==> src/rtl/y86_seq_ctrl_if.sv <==
// Control/datapath bundle between the SEQ sequencer and the Y86-64 datapath stages.
interface y86_seq_ctrl_if #(
  parameter int unsigned PC_WIDTH  = 64,
  parameter int unsigned CNT_WIDTH = 32
);
  logic                 run;
  logic                 step;
  logic [3:0]           icode;
  logic                 cnd;
  logic                 instr_valid;
  logic                 imem_error;
  logic                 hlt_in;
  logic                 mem_ready;
  logic                 dmem_error;
  logic [PC_WIDTH-1:0]  valC;
  logic [PC_WIDTH-1:0]  valM;
  logic [PC_WIDTH-1:0]  valP;
  logic [PC_WIDTH-1:0]  pc;
  logic                 fetch_en;
  logic                 dec_en;
  logic                 exe_en;
  logic                 mem_en;
  logic                 wb_en;
  logic                 pc_en;
  logic [2:0]           stat;
  logic                 busy;
  logic                 limit_hit;
  logic [CNT_WIDTH-1:0] instr_count;
  logic [CNT_WIDTH-1:0] cycle_count;

  modport master (
    input  run, step, icode, cnd, instr_valid, imem_error, hlt_in,
           mem_ready, dmem_error, valC, valM, valP,
    output pc, fetch_en, dec_en, exe_en, mem_en, wb_en, pc_en,
           stat, busy, limit_hit, instr_count, cycle_count
  );

  modport slave (
    output run, step, icode, cnd, instr_valid, imem_error, hlt_in,
           mem_ready, dmem_error, valC, valM, valP,
    input  pc, fetch_en, dec_en, exe_en, mem_en, wb_en, pc_en,
           stat, busy, limit_hit, instr_count, cycle_count
  );
endinterface

==> src/rtl/y86_seq_ctrl.sv <==
// Multi-cycle SEQ Y86-64 sequencer: owns PC and status, issues one phase strobe per cycle.
module y86_seq_ctrl #(
  parameter int unsigned          PC_WIDTH  = 64,
  parameter logic [PC_WIDTH-1:0]  RESET_PC  = '0,
  parameter int unsigned          CNT_WIDTH = 32,
  parameter int unsigned          MAX_INSTR = 0
) (
  input  logic          clk,
  input  logic          rst_n,
  y86_seq_ctrl_if.master bus
);

  typedef enum logic [2:0] {
    IDLE, FETCH, DECODE, EXECUTE, MEMORY, WB, PCUP, STOP
  } state_t;

  localparam logic [2:0]           STAT_AOK = 3'd1;
  localparam logic [2:0]           STAT_HLT = 3'd2;
  localparam logic [2:0]           STAT_ADR = 3'd3;
  localparam logic [2:0]           STAT_INS = 3'd4;
  localparam logic [3:0]           I_JXX    = 4'd7;
  localparam logic [3:0]           I_CALL   = 4'd8;
  localparam logic [3:0]           I_RET    = 4'd9;
  localparam logic [CNT_WIDTH-1:0] CNT_SAT  = '1;
  localparam logic [CNT_WIDTH-1:0] LIMIT    = CNT_WIDTH'(MAX_INSTR);

  state_t               state, state_nxt;
  logic [PC_WIDTH-1:0]  pc_q, pc_nxt;
  logic [2:0]           stat_q, stat_nxt;
  logic                 limit_q, limit_nxt;
  logic [CNT_WIDTH-1:0] icnt_q, icnt_nxt;
  logic [CNT_WIDTH-1:0] ccnt_q, ccnt_nxt;
  logic [5:0]           strobe_q;
  logic                 busy_q;

  // Next-state, architectural state update and counter logic.
  always_comb begin
    state_nxt = state;
    pc_nxt    = pc_q;
    stat_nxt  = stat_q;
    limit_nxt = limit_q;
    icnt_nxt  = icnt_q;
    ccnt_nxt  = ccnt_q;

    if (state != IDLE && state != STOP && ccnt_q != CNT_SAT)
      ccnt_nxt = ccnt_q + CNT_WIDTH'(1);

    case (state)
      IDLE:    if (bus.run || bus.step) state_nxt = FETCH;
      FETCH: begin
        if (bus.imem_error) begin
          stat_nxt  = STAT_ADR;
          state_nxt = STOP;
        end else if (!bus.instr_valid) begin
          stat_nxt  = STAT_INS;
          state_nxt = STOP;
        end else if (bus.hlt_in) begin
          stat_nxt  = STAT_HLT;
          state_nxt = STOP;
        end else begin
          state_nxt = DECODE;
        end
      end
      DECODE:  state_nxt = EXECUTE;
      EXECUTE: state_nxt = MEMORY;
      MEMORY: begin
        if (bus.mem_ready) begin
          if (bus.dmem_error) begin
            stat_nxt  = STAT_ADR;
            state_nxt = STOP;
          end else begin
            state_nxt = WB;
          end
        end
      end
      WB:      state_nxt = PCUP;
      PCUP: begin
        case (bus.icode)
          I_CALL:  pc_nxt = bus.valC;
          I_JXX:   pc_nxt = bus.cnd ? bus.valC : bus.valP;
          I_RET:   pc_nxt = bus.valM;
          default: pc_nxt = bus.valP;
        endcase
        if (icnt_q != CNT_SAT) icnt_nxt = icnt_q + CNT_WIDTH'(1);
        if (MAX_INSTR != 0 && icnt_nxt == LIMIT) begin
          limit_nxt = 1'b1;
          state_nxt = STOP;
        end else if (bus.run) begin
          state_nxt = FETCH;
        end else begin
          state_nxt = IDLE;
        end
      end
      STOP:    state_nxt = STOP;
      default: state_nxt = IDLE;
    endcase
  end

  // Strobes and busy are registered from the next state so they stay one-hot with state.
  always_ff @(posedge clk or negedge rst_n) begin
    if (!rst_n) begin
      state    <= IDLE;
      pc_q     <= RESET_PC;
      stat_q   <= STAT_AOK;
      limit_q  <= 1'b0;
      icnt_q   <= '0;
      ccnt_q   <= '0;
      strobe_q <= '0;
      busy_q   <= 1'b0;
    end else begin
      state    <= state_nxt;
      pc_q     <= pc_nxt;
      stat_q   <= stat_nxt;
      limit_q  <= limit_nxt;
      icnt_q   <= icnt_nxt;
      ccnt_q   <= ccnt_nxt;
      strobe_q <= {state_nxt == FETCH, state_nxt == DECODE, state_nxt == EXECUTE,
                   state_nxt == MEMORY, state_nxt == WB, state_nxt == PCUP};
      busy_q   <= (state_nxt != IDLE) && (state_nxt != STOP);
    end
  end

  assign bus.pc          = pc_q;
  assign bus.stat        = stat_q;
  assign bus.limit_hit   = limit_q;
  assign bus.instr_count = icnt_q;
  assign bus.cycle_count = ccnt_q;
  assign bus.busy        = busy_q;
  assign bus.fetch_en    = strobe_q[5];
  assign bus.dec_en      = strobe_q[4];
  assign bus.exe_en      = strobe_q[3];
  assign bus.mem_en      = strobe_q[2];
  assign bus.wb_en       = strobe_q[1];
  assign bus.pc_en       = strobe_q[0];

endmodule

==> src/flat_wrapper.sv <==
// flat-port wrapper written by rule: the top's interface ports become plain ports
module y86_seq_ctrl_flat 
#(
  parameter int unsigned          PC_WIDTH  = 64,
  parameter logic [PC_WIDTH-1:0]  RESET_PC  = '0,
  parameter int unsigned          CNT_WIDTH = 32,
  parameter int unsigned          MAX_INSTR = 0
)
  (clk, rst_n, bus_run, bus_step, bus_icode, bus_cnd, bus_instr_valid, bus_imem_error, bus_hlt_in, bus_mem_ready, bus_dmem_error, bus_valC, bus_valM, bus_valP, bus_pc, bus_fetch_en, bus_dec_en, bus_exe_en, bus_mem_en, bus_wb_en, bus_pc_en, bus_stat, bus_busy, bus_limit_hit, bus_instr_count, bus_cycle_count);
  y86_seq_ctrl_if #(.PC_WIDTH(PC_WIDTH), .CNT_WIDTH(CNT_WIDTH)) bus_i ();
  input  logic clk;
  input  logic rst_n;
  input wire logic [$bits(bus_i.run)-1:0] bus_run;
  input wire logic [$bits(bus_i.step)-1:0] bus_step;
  input wire logic [$bits(bus_i.icode)-1:0] bus_icode;
  input wire logic [$bits(bus_i.cnd)-1:0] bus_cnd;
  input wire logic [$bits(bus_i.instr_valid)-1:0] bus_instr_valid;
  input wire logic [$bits(bus_i.imem_error)-1:0] bus_imem_error;
  input wire logic [$bits(bus_i.hlt_in)-1:0] bus_hlt_in;
  input wire logic [$bits(bus_i.mem_ready)-1:0] bus_mem_ready;
  input wire logic [$bits(bus_i.dmem_error)-1:0] bus_dmem_error;
  input wire logic [$bits(bus_i.valC)-1:0] bus_valC;
  input wire logic [$bits(bus_i.valM)-1:0] bus_valM;
  input wire logic [$bits(bus_i.valP)-1:0] bus_valP;
  output wire logic [$bits(bus_i.pc)-1:0] bus_pc;
  output wire logic [$bits(bus_i.fetch_en)-1:0] bus_fetch_en;
  output wire logic [$bits(bus_i.dec_en)-1:0] bus_dec_en;
  output wire logic [$bits(bus_i.exe_en)-1:0] bus_exe_en;
  output wire logic [$bits(bus_i.mem_en)-1:0] bus_mem_en;
  output wire logic [$bits(bus_i.wb_en)-1:0] bus_wb_en;
  output wire logic [$bits(bus_i.pc_en)-1:0] bus_pc_en;
  output wire logic [$bits(bus_i.stat)-1:0] bus_stat;
  output wire logic [$bits(bus_i.busy)-1:0] bus_busy;
  output wire logic [$bits(bus_i.limit_hit)-1:0] bus_limit_hit;
  output wire logic [$bits(bus_i.instr_count)-1:0] bus_instr_count;
  output wire logic [$bits(bus_i.cycle_count)-1:0] bus_cycle_count;
  assign bus_i.run = bus_run;
  assign bus_i.step = bus_step;
  assign bus_i.icode = bus_icode;
  assign bus_i.cnd = bus_cnd;
  assign bus_i.instr_valid = bus_instr_valid;
  assign bus_i.imem_error = bus_imem_error;
  assign bus_i.hlt_in = bus_hlt_in;
  assign bus_i.mem_ready = bus_mem_ready;
  assign bus_i.dmem_error = bus_dmem_error;
  assign bus_i.valC = bus_valC;
  assign bus_i.valM = bus_valM;
  assign bus_i.valP = bus_valP;
  assign bus_pc = bus_i.pc;
  assign bus_fetch_en = bus_i.fetch_en;
  assign bus_dec_en = bus_i.dec_en;
  assign bus_exe_en = bus_i.exe_en;
  assign bus_mem_en = bus_i.mem_en;
  assign bus_wb_en = bus_i.wb_en;
  assign bus_pc_en = bus_i.pc_en;
  assign bus_stat = bus_i.stat;
  assign bus_busy = bus_i.busy;
  assign bus_limit_hit = bus_i.limit_hit;
  assign bus_instr_count = bus_i.instr_count;
  assign bus_cycle_count = bus_i.cycle_count;
  y86_seq_ctrl #(.PC_WIDTH(PC_WIDTH), .RESET_PC(RESET_PC), .CNT_WIDTH(CNT_WIDTH), .MAX_INSTR(MAX_INSTR)) u_core (.clk(clk), .rst_n(rst_n), .bus(bus_i));
endmodule
==> config.mk <==
export PLATFORM = sky130hd
export DESIGN_NAME = y86_seq_ctrl_flat
export DESIGN_NICKNAME = d
export VERILOG_FILES = /design/src/rtl/y86_seq_ctrl_if.sv /design/src/rtl/y86_seq_ctrl.sv /design/src/flat_wrapper.sv
export SDC_FILE = /design/constraint.sdc
export NUM_CORES = 1
export LEC_CHECK = 0
export ABC_AREA = 0
export BUFFER_PORTS_ARGS = -buffer_cell sky130_fd_sc_hd__buf_4
export CELL_PAD_IN_SITES_DETAIL_PLACEMENT = 0
export CELL_PAD_IN_SITES_GLOBAL_PLACEMENT = 1
export CORE_ASPECT_RATIO = 0.9
export CORE_MARGIN = 2
export CORE_UTILIZATION = 33
export DETAILED_ROUTE_END_ITERATION = 16
export HOLD_SLACK_MARGIN = 0.15
export PLACE_DENSITY = 0.89
export SLEW_MARGIN = 40
export SYNTH_ARGS = -nofsm -noshare
export SYNTH_HDL_FRONTEND = slang
export SYNTH_SLANG_ARGS = --single-unit
==> constraint.sdc <==
create_clock -name clk -period 2.25 [get_ports clk]
set_input_delay 0.675 -clock clk [delete_from_list [all_inputs] [get_ports clk]]
set_output_delay 0.675 -clock clk [all_outputs]
set_load 0.02 [all_outputs]
==> qor.yml, run 1 <==
port_buffers: 343
finClkSkew_ps: 12.4
final_layout_size_suffix_gt1_share_pct: 40.0
synthMostInstantiatedCell: "sky130_fd_sc_hd__dfrtp_1"
global_route.overflow_total: 0
cp_cell_sequence: "ha_1 > and4_1 > nand3_2 > o41a_4 > and3_4 > xor2_1"
utilization_after_layout_pct: 51.2
nets: 1265
drc: 0
ffs_latches_synth: 141
timing.critical_path.max_delay_family: "simple AND/OR/NAND/NOR gates"
met2_wirelength_um: 11300
wl_met1_um: 10200
pre_cts_slack_ps: -24.3
leakage_component_of_the_power_nw: 4.94
ctsRootBufferMaster: "sky130_fd_sc_hd__clkbuf_16"
critical_path_peak_fanout: 7
grt_pass1_vias: 6803
report.final.hold_viol_count: 0
synthFlopType: "sky130_fd_sc_hd__dfrtp_1"
die_outline_height_um: 141
crit_buf_inv: 0
post-cts-setup-buffers: 0
timing.fmax_ghz: 0.487
cp_slowest_cell: "sky130_fd_sc_hd__o41a_4"
ys_async_sr_fraction_pct: 100
post_drt_wl_per_cell_um: 17.8
finalCriticalPeriod_ps: 2060
clock_tree.htree_level_count: 4
setup_repair_after_global_routing_missed_its_margin: "no"
yosys_warnings: 0
postLayoutCellArea_mm2: 0.0106
crit_type: "reg2reg"
core_region_area_mm2: 0.0206
holdCritPathClass: "in2async"
postPlaceCellArea_mm2: 0.00997
seq_area_frac_synth_pct: 51.2
cts_hold_buf: 0
global_route_wire_length_before_repair_um: 36100
cpPeakStageDelay_ps: 540
clock_tree.buffer_depth: 2
num_antenna_cells: 0
netlist.top_cell.by_area: "sky130_fd_sc_hd__dfrtp_1"
wl_um: 23600
route.detailed.vias_per_inst: 5.19
report.power.total_mw: 11.6
cap_violations: 0
detailedRoute.firstIterationViolations: 458
layout-area-overhead-vs-synth_pct: 53.3
final_max_slew_viol_count: 0
cts_inserted_buffers: 17
yosysUniqueCellTypes: 52
startpoint_type: "register"
clk-insertion-delay-late_ps: 410
power-per-cell-area_mw_per_mm2: 1090
ys_top_cells_by_count: "140 x sky130_fd_sc_hd__dfrtp_1, 91 x sky130_fd_sc_hd__nand2_1, 87 x sky130_fd_sc_hd__nor2_1, 65 x sky130_fd_sc_hd__a21oi_1, 64 x sky130_fd_sc_hd__a221oi_1"
dr.max_layer_used: "met4"
yosysTopAreaCellShare_pct: 50.8
rr_startpoint: "u_core.bus.cycle_count[0]"
initial_utilization_pct: 33.4
post-route-worst-setup-slack_ps: 195
pin_count: 345
row_count: 50
number_of_antenna_violations_at_the_first_check_in_global_routing: 0
syn-instance-count: 708
synthTopCellsByArea: "sky130_fd_sc_hd__dfrtp_1 51%, sky130_fd_sc_hd__a221oi_1 8.1%, sky130_fd_sc_hd__nand2_1 5.0%"
met3_length_um: 1500
critPathArrivalTime_ps: 2350
ctsResizeCount: 0
worstSetupStartpoint: "u_core.bus.cycle_count[0]"
cts_num_sinks: 141
via_count: 6906
cts.clk_slew.worst_paths_ps: 70
gpl.final_weighted_congestion: 0.905
cp_data_required_time_ps: 2550
antenna_left: 0
floorplan.die.width_um: 156
drtPass1Iterations: 5
min_period_over_period_pct: 91.3
post_synth_instance_area_mm2: 0.00690
cts_tree: "yes"
hpwl_um: 17600
post_synth_edffs: 0
design.die.area_mm2: 0.0221
timing.final.setup_violations: 0
worstSetupEndpointType: "register"
largest_net_degree_at_the_start_of_global_routing: 66
power.ir.vdd_worst_mv: 0.532
global_route_total_usage_across_every_layer_pct: 20.8
avgSynthCellArea_um2: 9.74
synth_nets: 916
result_of_the_run: "completed"
## metal layers
| metal | vias to the layer above | GRT usage (%) |
|---|---|---|
| met1 | 3331 | 27.4 |
| li1 | 3268 | - |
| met4 | 0 | 8.69 |
| met5 | - | 0 |
| met2 | 265 | 32.9 |
| met3 | 42 | 4.89 |
## per-stage QoR
stage,hold slack (ps),TNS (ps),std cells
2_1_floorplan,379,0,708
3_3_place_gp,484,-21.2,1298
3_5_place_dp,489,-24.3,1298
4_1_cts,187,0,1330
5_1_grt,194,0,1330
6_report,191,0,1330
## layout by cell type, fill, tap and decap left out, types with 3 or more instances in the layout
cell type / n
sky130_fd_sc_hd__nor2b_1: 3
sky130_fd_sc_hd__a21oi_1: 65
sky130_fd_sc_hd__and3_1: 12
sky130_fd_sc_hd__a31oi_1: 3
sky130_fd_sc_hd__inv_6: 3
sky130_fd_sc_hd__nand4_1: 23
sky130_fd_sc_hd__nand3_1: 21
sky130_fd_sc_hd__nor2_1: 87
sky130_fd_sc_hd__and2_1: 4
sky130_fd_sc_hd__mux2_2: 6
sky130_fd_sc_hd__o21ai_0: 3
sky130_fd_sc_hd__nor3b_1: 6
sky130_fd_sc_hd__clkbuf_16: 17
sky130_fd_sc_hd__and4_1: 10
sky130_fd_sc_hd__buf_4: 362
sky130_fd_sc_hd__dfrtp_1: 140
sky130_fd_sc_hd__xnor2_1: 34
sky130_fd_sc_hd__inv_8: 6
sky130_fd_sc_hd__inv_1: 11
sky130_fd_sc_hd__a221oi_1: 64
sky130_fd_sc_hd__nand2_1: 91
sky130_fd_sc_hd__buf_12: 8
sky130_fd_sc_hd__nor3_1: 16
sky130_fd_sc_hd__nor4_1: 4
sky130_fd_sc_hd__xor2_1: 25
## power breakdown
part	switching (mW)	total [mW]	internal (mW)
Clock	1.27	2.90	1.63
Combinational	2.74	4.79	2.05
Sequential	0.554	3.89	3.33
## path summary, 6_finish.rpt
kind,slack (ps),cells after the start,end
max,190,6,u_core.bus.cycle_count[6]
min,190,1,u_core.bus.instr_count[29]
max reg2reg,190,6,u_core.bus.cycle_count[6]
min reg2reg,500,1,u_core.bus.instr_count[31]
max in group asynchronous,1480,2,u_core.bus.pc[57]
min in group clk,500,3,u_core.bus.pc[24]
## state kept, by name (all words and copies together), names as in the netlist
signal	count
u_core.bus.pc	64
u_core.bus.cycle_count	32
u_core.bus.instr_count	32
u_core.strobe_q	6
u_core.bus.stat	3
u_core.state	3
u_core.bus.busy	1
## cell type report
class | count | area, um^2
fill | 1923 | 10100
sequential | 141 | 3530
multi-input combinational | 515 | 3180
timing repair buffer | 371 | 2890
clock buffer | 18 | 439
tap | 260 | 325
clock inverter | 14 | 173
inverter | 11 | 41.3
## cells by family (layout without fill, tap and decap cells)
kind of cell,count (synthesis),after routing,synth area share [%]
AOI/OAI and AO/OA,147,147,15.3
xor gates and xnor gates,59,59,7.49
adders and majority gates,2,2,0.363
buffers and inverters,52,414,2.96
DFF,141,141,51.2
muxes,7,7,1.12
other,1,1,0.0544
and+or+nand+nor,299,299,21.5
(Power assumes the default switching activity.)
==> run 2, diff against run 1 <==
==> constraint.sdc (replaced) <==
create_clock -name clk -period 2.25 [get_ports clk]
set_input_delay 0.1125 -clock clk [delete_from_list [all_inputs] [get_ports clk]]
set_output_delay 0.1125 -clock clk [all_outputs]
set_load 0.02 [all_outputs]
==> run 2 against run 1 <==
First-iteration DRC count rose by 14%. Global-route usage up 3.0 points. Utilization up 9.1 points. Fmax shrank 5.6%. Non-clock buffer count up 182. Design area grew 18%. Die area unchanged. Combinational power up 14%. Critical endpoint is now u_core.bus.pc[8]. Largest power group unchanged. Highest routed layer unchanged.
==> qor.yml, run 2 (synthesized netlist as in run 1, its figures left out) <==
result_of_the_run: "completed"
largest_net_degree_at_the_start_of_global_routing: 66
timing.final.setup_violations: 0
cp_slowest_cell: "sky130_fd_sc_hd__dlygate4sd3_1"
grt_pass1_vias: 8062
critPathArrivalTime_ps: 2530
die_outline_height_um: 141
antenna_left: 0
filler_instances: 1589
pin_count: 345
via_count: 7905
initial_utilization_pct: 33.4
global_route.overflow_total: 0
use_met2_pct: 38.0
num_antenna_cells: 0
setup_total_negative_slack_ps: 0
worstSetupEndpointType: "register"
route.detailed.vias_per_inst: 5.23
met3_track_demand_over_resource_pct: 5.93
final_layout_size_suffix_gt1_share_pct: 33.8
clk-insertion-delay-late_ps: 420
finalCriticalPeriod_ps: 2180
gpl.final_weighted_congestion: 0.827
holdCritPathClass: "in2async"
ctsRootBufferMaster: "sky130_fd_sc_hd__clkbuf_16"
post_drt_wl_per_cell_um: 18.0
cpPeakStageDelay_ps: 580
utilization_after_layout_pct: 60.4
global_route_wire_length_before_repair_um: 41400
power.ir.vdd_worst_mv: 0.784
timing.slew.headroom_pct: 61.0
wl_um: 27200
drc: 0
design.die.area_mm2: 0.0221
cts_tree: "yes"
crit_type: "reg2reg"
seqCellArea_mm2: 0.00353
finClkSkew_ps: 12.5
detailedRoute.firstIterationViolations: 524
hpwl_um: 17300
core_region_area_mm2: 0.0206
timing_worst_slew_pin_value_ps: 583
min_period_over_period_pct: 96.8
cts_inserted_buffers: 17
final_cell_mix: "355 x sky130_fd_sc_hd__buf_4, 187 x sky130_fd_sc_hd__dlygate4sd3_1, 139 x sky130_fd_sc_hd__dfrtp_1"
layout-area-overhead-vs-synth_pct: 80.6
multi_input_area_mm2: 0.00319
cts_num_sinks: 141
timing.fmax_ghz: 0.459
timing.critical_path.max_delay_family: "buffers and inverters"
critical_path_peak_fanout: 65
leakage_component_of_the_power_nw: 5.72
mostFrequentLayoutCell: "sky130_fd_sc_hd__buf_4"
clock_tree.buffer_depth: 2
grt_use_met1_pct: 29.0
row_count: 50
cap_violations: 0
clock_tree.htree_level_count: 4
crit_buf_inv: 3
nets: 1447
cts.clk_slew.worst_paths_ps: 70
global_route_total_usage_across_every_layer_pct: 23.8
drtPass1Iterations: 5
number_of_antenna_violations_at_the_first_check_in_global_routing: 0
power-per-cell-area_mw_per_mm2: 999
cp_data_required_time_ps: 2600
floorplan.die.width_um: 156
cp_cell_sequence: "buf_4 > and3b_2 > buf_12 > nor2_1 > a21oi_1 > dlygate4sd3_1"
final_max_slew_viol_count: 0
startpoint_type: "register"
report.final.hold_viol_count: 0
setup_repair_after_global_routing_missed_its_margin: "no"
port_buffers: 343
largest_reg_flops: 64
grt_busiest_layer: "met2"
## run 2: cell types whose count changed in the layout (fill, tap and decap cells not counted), sizes merged
cell / before / now
dlymetal6s4s: 0 / 1
clkinv: 3 / 2
bufinv: 1 / 4
clkinvlp: 1 / 0
buf: 371 / 365
dlygate4sd3: 0 / 187
inv: 20 / 19
## run 2: path summary, 6_finish.rpt
path / start / endpoint / slack [ps] / cells after the start
worst min-delay path: rst_n / u_core.bus.instr_count[29] / 180 / 2
worst max register to register: u_core.state[0] / u_core.bus.pc[8] / 70 / 6
worst min register to register: u_core.bus.instr_count[29] / u_core.bus.instr_count[29] / 510 / 1
worst max-delay path: u_core.state[0] / u_core.bus.pc[8] / 70 / 6
max in group asynchronous: rst_n / u_core.bus.pc[55] / 1410 / 3
min in group clk: bus_icode[0] / u_core.bus.pc[46] / 200 / 4
## run 2: what timing repair did
item                                    4_1_cts  5_1_grt
resized for setup                             0        4
hold buffers                                188        0
buffers inserted                              0        4
endpoints found under the setup margin        0       21
endpoints found under the hold margin       210        0
## run 2: metal layers
| metal | wire [um] | up-vias |
|---|---|---|
| li1 | - | 3629 |
| met1 | 10800 | 3769 |
| met2 | 13100 | 399 |
| met3 | 1870 | 108 |
| met4 | 1380 | 0 |
| met5 | 0 | - |
## run 2: cell type report
class / instances / share of cell area, %
Clock buffer: 18 / 3.52
Clock inverter: 14 / 1.63
Inverter: 11 / 0.331
Multi-Input combinational cell: 515 / 25.6
Sequential cell: 141 / 28.3
Tap cell: 260 / 2.61
Timing Repair Buffer: 553 / 38.0
## run 2: worst reg2reg max path, stage by stage, from the launching register on
cell	delay [ps]
sky130_fd_sc_hd__dfrtp_1	420
sky130_fd_sc_hd__buf_4	180
sky130_fd_sc_hd__and3b_2	310
sky130_fd_sc_hd__buf_12	280
sky130_fd_sc_hd__nor2_1	190
sky130_fd_sc_hd__a21oi_1	160
sky130_fd_sc_hd__dlygate4sd3_1	580
## run 2: report_power, final
group / internal, mW / switching, mW
Clock: 1.92 / 1.19
Combinational: 2.47 / 2.97
Sequential: 3.34 / 0.559
## run 2: through the flow
stage | instances | instance area (um^2) | hold WS, ps | setup slack, ps | total power, mW
2_1_floorplan | 708 | 6900 | -183 | 154 | 6.48
3_3_place_gp | 1288 | 9890 | 74.6 | 181 | 8.65
3_5_place_dp | 1288 | 9890 | 71.2 | 68.3 | 8.74
4_1_cts | 1508 | 12400 | 168 | 23.5 | 12.3
5_1_grt | 1512 | 12500 | 199 | 30.8 | 13.1
6_report | 1512 | 12500 | 181 | 71.9 | 12.4
==> run 3, diff against run 2 <==
==> constraint.sdc (replaced) <==
create_clock -name clk -period 2.25 [get_ports clk]
set_input_delay 0.225 -clock clk [delete_from_list [all_inputs] [get_ports clk]]
set_output_delay 0.225 -clock clk [all_outputs]
set_load 0.02 [all_outputs]
==> run 3 against run 2 <==
Total power shrank 3.8%. Clock skew fell by 1.6 ps. Global-route usage is 0.18 points lower. Sequential power is essentially flat. Combinational power is 5.7% lower. Utilization is 1.4 points lower. Register-to-register slack improved by 60 ps. Count of clock-buffer cells in the layout decreased by 1. Fmax up 2.9%. Critical path type unchanged. Critical endpoint is now u_core.bus.cycle_count[6]. Largest power group unchanged. Highest routed layer unchanged.
==> qor.yml, run 3 (synthesized netlist as in run 1, its figures left out) <==
die_outline_height_um: 141
sw_frac_of_total_pct: 38.8
timing.critical_path.max_delay_family: "simple AND/OR/NAND/NOR gates"
power.ir.vdd_worst_mv: 0.599
finish.cell_count_without_fillers: 1489
rr_startpoint: "u_core.bus.cycle_count[0]"
postPlaceCellArea_mm2: 0.00986
global_route_total_usage_across_every_layer_pct: 23.7
finalCriticalPeriod_ps: 2120
cts_num_sinks: 141
slack_of_the_worst_reg_to_reg_path_ps: 130
result_of_the_run: "completed"
clk-insertion-delay-late_ps: 420
cell_internal_pwr_mw: 7.33
route.detailed.vias_per_inst: 5.18
combinationalPowerShare_pct: 42.8
net-switching-power_mw: 4.64
final_layout_size_suffix_gt1_share_pct: 34.0
cp_slowest_cell: "sky130_fd_sc_hd__o41a_4"
crit_type: "reg2reg"
setup_repair_after_global_routing_missed_its_margin: "no"
startpoint_type: "register"
setup_total_negative_slack_ps: 0
worstReg2RegEnd: "u_core.bus.cycle_count[6]"
detailedRoute.firstIterationViolations: 542
antenna_left: 0
postLayoutCellArea_mm2: 0.0122
floorplan.die.width_um: 156
critical_path_peak_fanout: 8
finClkSkew_ps: 10.9
largest_net_degree_at_the_start_of_global_routing: 66
holdPathEnd: "u_core.bus.pc[29]"
design.die.area_mm2: 0.0221
clock_tree.htree_level_count: 4
global_route_wire_length_before_repair_um: 40900
pin_count: 345
crit_buf_inv: 0
min_period_over_period_pct: 94.1
post-place-cells: 1289
number_of_antenna_violations_at_the_first_check_in_global_routing: 1
final_max_slew_viol_count: 0
clock_tree.buffer_depth: 2
layout-area-overhead-vs-synth_pct: 76.3
power-per-cell-area_mw_per_mm2: 985
row_count: 50
holdCritPathClass: "in2reg"
cts.clk_slew.worst_paths_ps: 70
core_region_area_mm2: 0.0206
hpwl_um: 17200
drc: 0
cp_data_required_time_ps: 2550
grt_pass1_vias: 7787
gpl.final_weighted_congestion: 0.830
final_cell_mix: "356 x sky130_fd_sc_hd__buf_4, 168 x sky130_fd_sc_hd__dlygate4sd3_1, 140 x sky130_fd_sc_hd__dfrtp_1"
nets: 1424
ctsRootBufferMaster: "sky130_fd_sc_hd__clkbuf_16"
timing_worst_slew_pin_value_ps: 531
wl_um: 26600
largest_reg_flops: 64
post_drt_wl_per_cell_um: 17.9
cp_cell_sequence: "ha_1 > and4_1 > nand3_4 > o41a_4 > and3_4 > xor2_1"
clkPwrFrac_pct: 24.5
fin_worst_hold_slack_ps: 160
leakage_component_of_the_power_nw: 5.58
timing.slew.headroom_pct: 64.6
mostFrequentLayoutCell: "sky130_fd_sc_hd__buf_4"
via_count: 7718
port_buffers: 343
global_route.overflow_total: 0
worstSetupEndpointType: "register"
cts_inserted_buffers: 17
min_from: "bus_valP[29]"
post-cts-setup-buffers: 0
initial_utilization_pct: 33.4
cts_tree: "yes"
reg2regPathDepth: 6
report.final.hold_viol_count: 0
timing.fmax_ghz: 0.472
cap_violations: 0
timing.final.setup_violations: 0
critPathArrivalTime_ps: 2420
cpPeakStageDelay_ps: 510
worstHoldPathCells: 3
drtPass1Iterations: 8
power.share.sequential_pct: 32.6
[run 3: cell types whose count changed in the layout (fill, tap and decap cells not counted), moves of 2 or more]
| cell | change |
|---|---|
| sky130_fd_sc_hd__buf_12 | -3 |
| sky130_fd_sc_hd__clkinv_4 | +2 |
| sky130_fd_sc_hd__clkinvlp_4 | +2 |
| sky130_fd_sc_hd__dlygate4sd3_1 | -19 |
| sky130_fd_sc_hd__inv_6 | -2 |
[run 3: worst max-delay path by stage]
stage                     cells past startpoint                   endpoint                 startpoint  slack, ps
after floorplan                               6  u_core.bus.cycle_count[6]  u_core.bus.cycle_count[0]        150
after global placement                        6  u_core.bus.cycle_count[6]  u_core.bus.cycle_count[0]        180
after detailed placement                      6  u_core.bus.cycle_count[6]  u_core.bus.cycle_count[0]         90
after CTS                                     6  u_core.bus.cycle_count[6]  u_core.bus.cycle_count[0]         90
after global routing                          6  u_core.bus.cycle_count[6]  u_core.bus.cycle_count[0]          5
final                                         6  u_core.bus.cycle_count[6]  u_core.bus.cycle_count[0]        130
[run 3: per-stage QoR]
step	setup slack (ps)	util [%]	power (mW)
finish	132	58.9	12.0
CTS	88.1	58.9	12.0
floorplan	154	-	6.48
detailed placement	93.0	47.8	8.75
global placement	177	47.8	8.63
global route	5.28	58.9	12.6
[run 3: layer usage]
metal	part of all wire (%)	track usage (%)
met1	40	29.4
met4	4.6	12.2
met5	0	0
met3	7.0	6.58
met2	48	37.7
[run 3: repair_timing]
item                                   CTS  global route
gates resized for setup                  0             1
endpoints found under the hold margin  118             0
setup endpoints to repair                0            10
hold buffers                           168             0
[run 3: area by class of cell]
| cell class | instances | area, um^2 |
|---|---|---|
| tap | 260 | 325 |
| fill | 1662 | 8480 |
| sequential | 141 | 3530 |
| antenna | 1 | 2.50 |
| clock inverter | 14 | 183 |
| clock buffer | 17 | 425 |
| multi-input combinational | 515 | 3190 |
| timing repair buffer | 530 | 4470 |
| inverter | 11 | 41.3 |
[run 3: tightest hold or removal path, stage by stage]
cell and delay [ps]:
sky130_fd_sc_hd__buf_4 80, sky130_fd_sc_hd__a221oi_1 70, sky130_fd_sc_hd__a21oi_1 160
[run 3: power by group through the flow]
stage / sequential [mW] / clock [mW] / combinational [mW]
floorplan: 4.73 / 0 / 1.76
global placement: 3.87 / 0 / 4.76
detailed placement: 3.91 / 0 / 4.83
CTS: 3.88 / 3.01 / 5.08
global route: 4.00 / 3.12 / 5.51
finish: 3.91 / 2.94 / 5.13
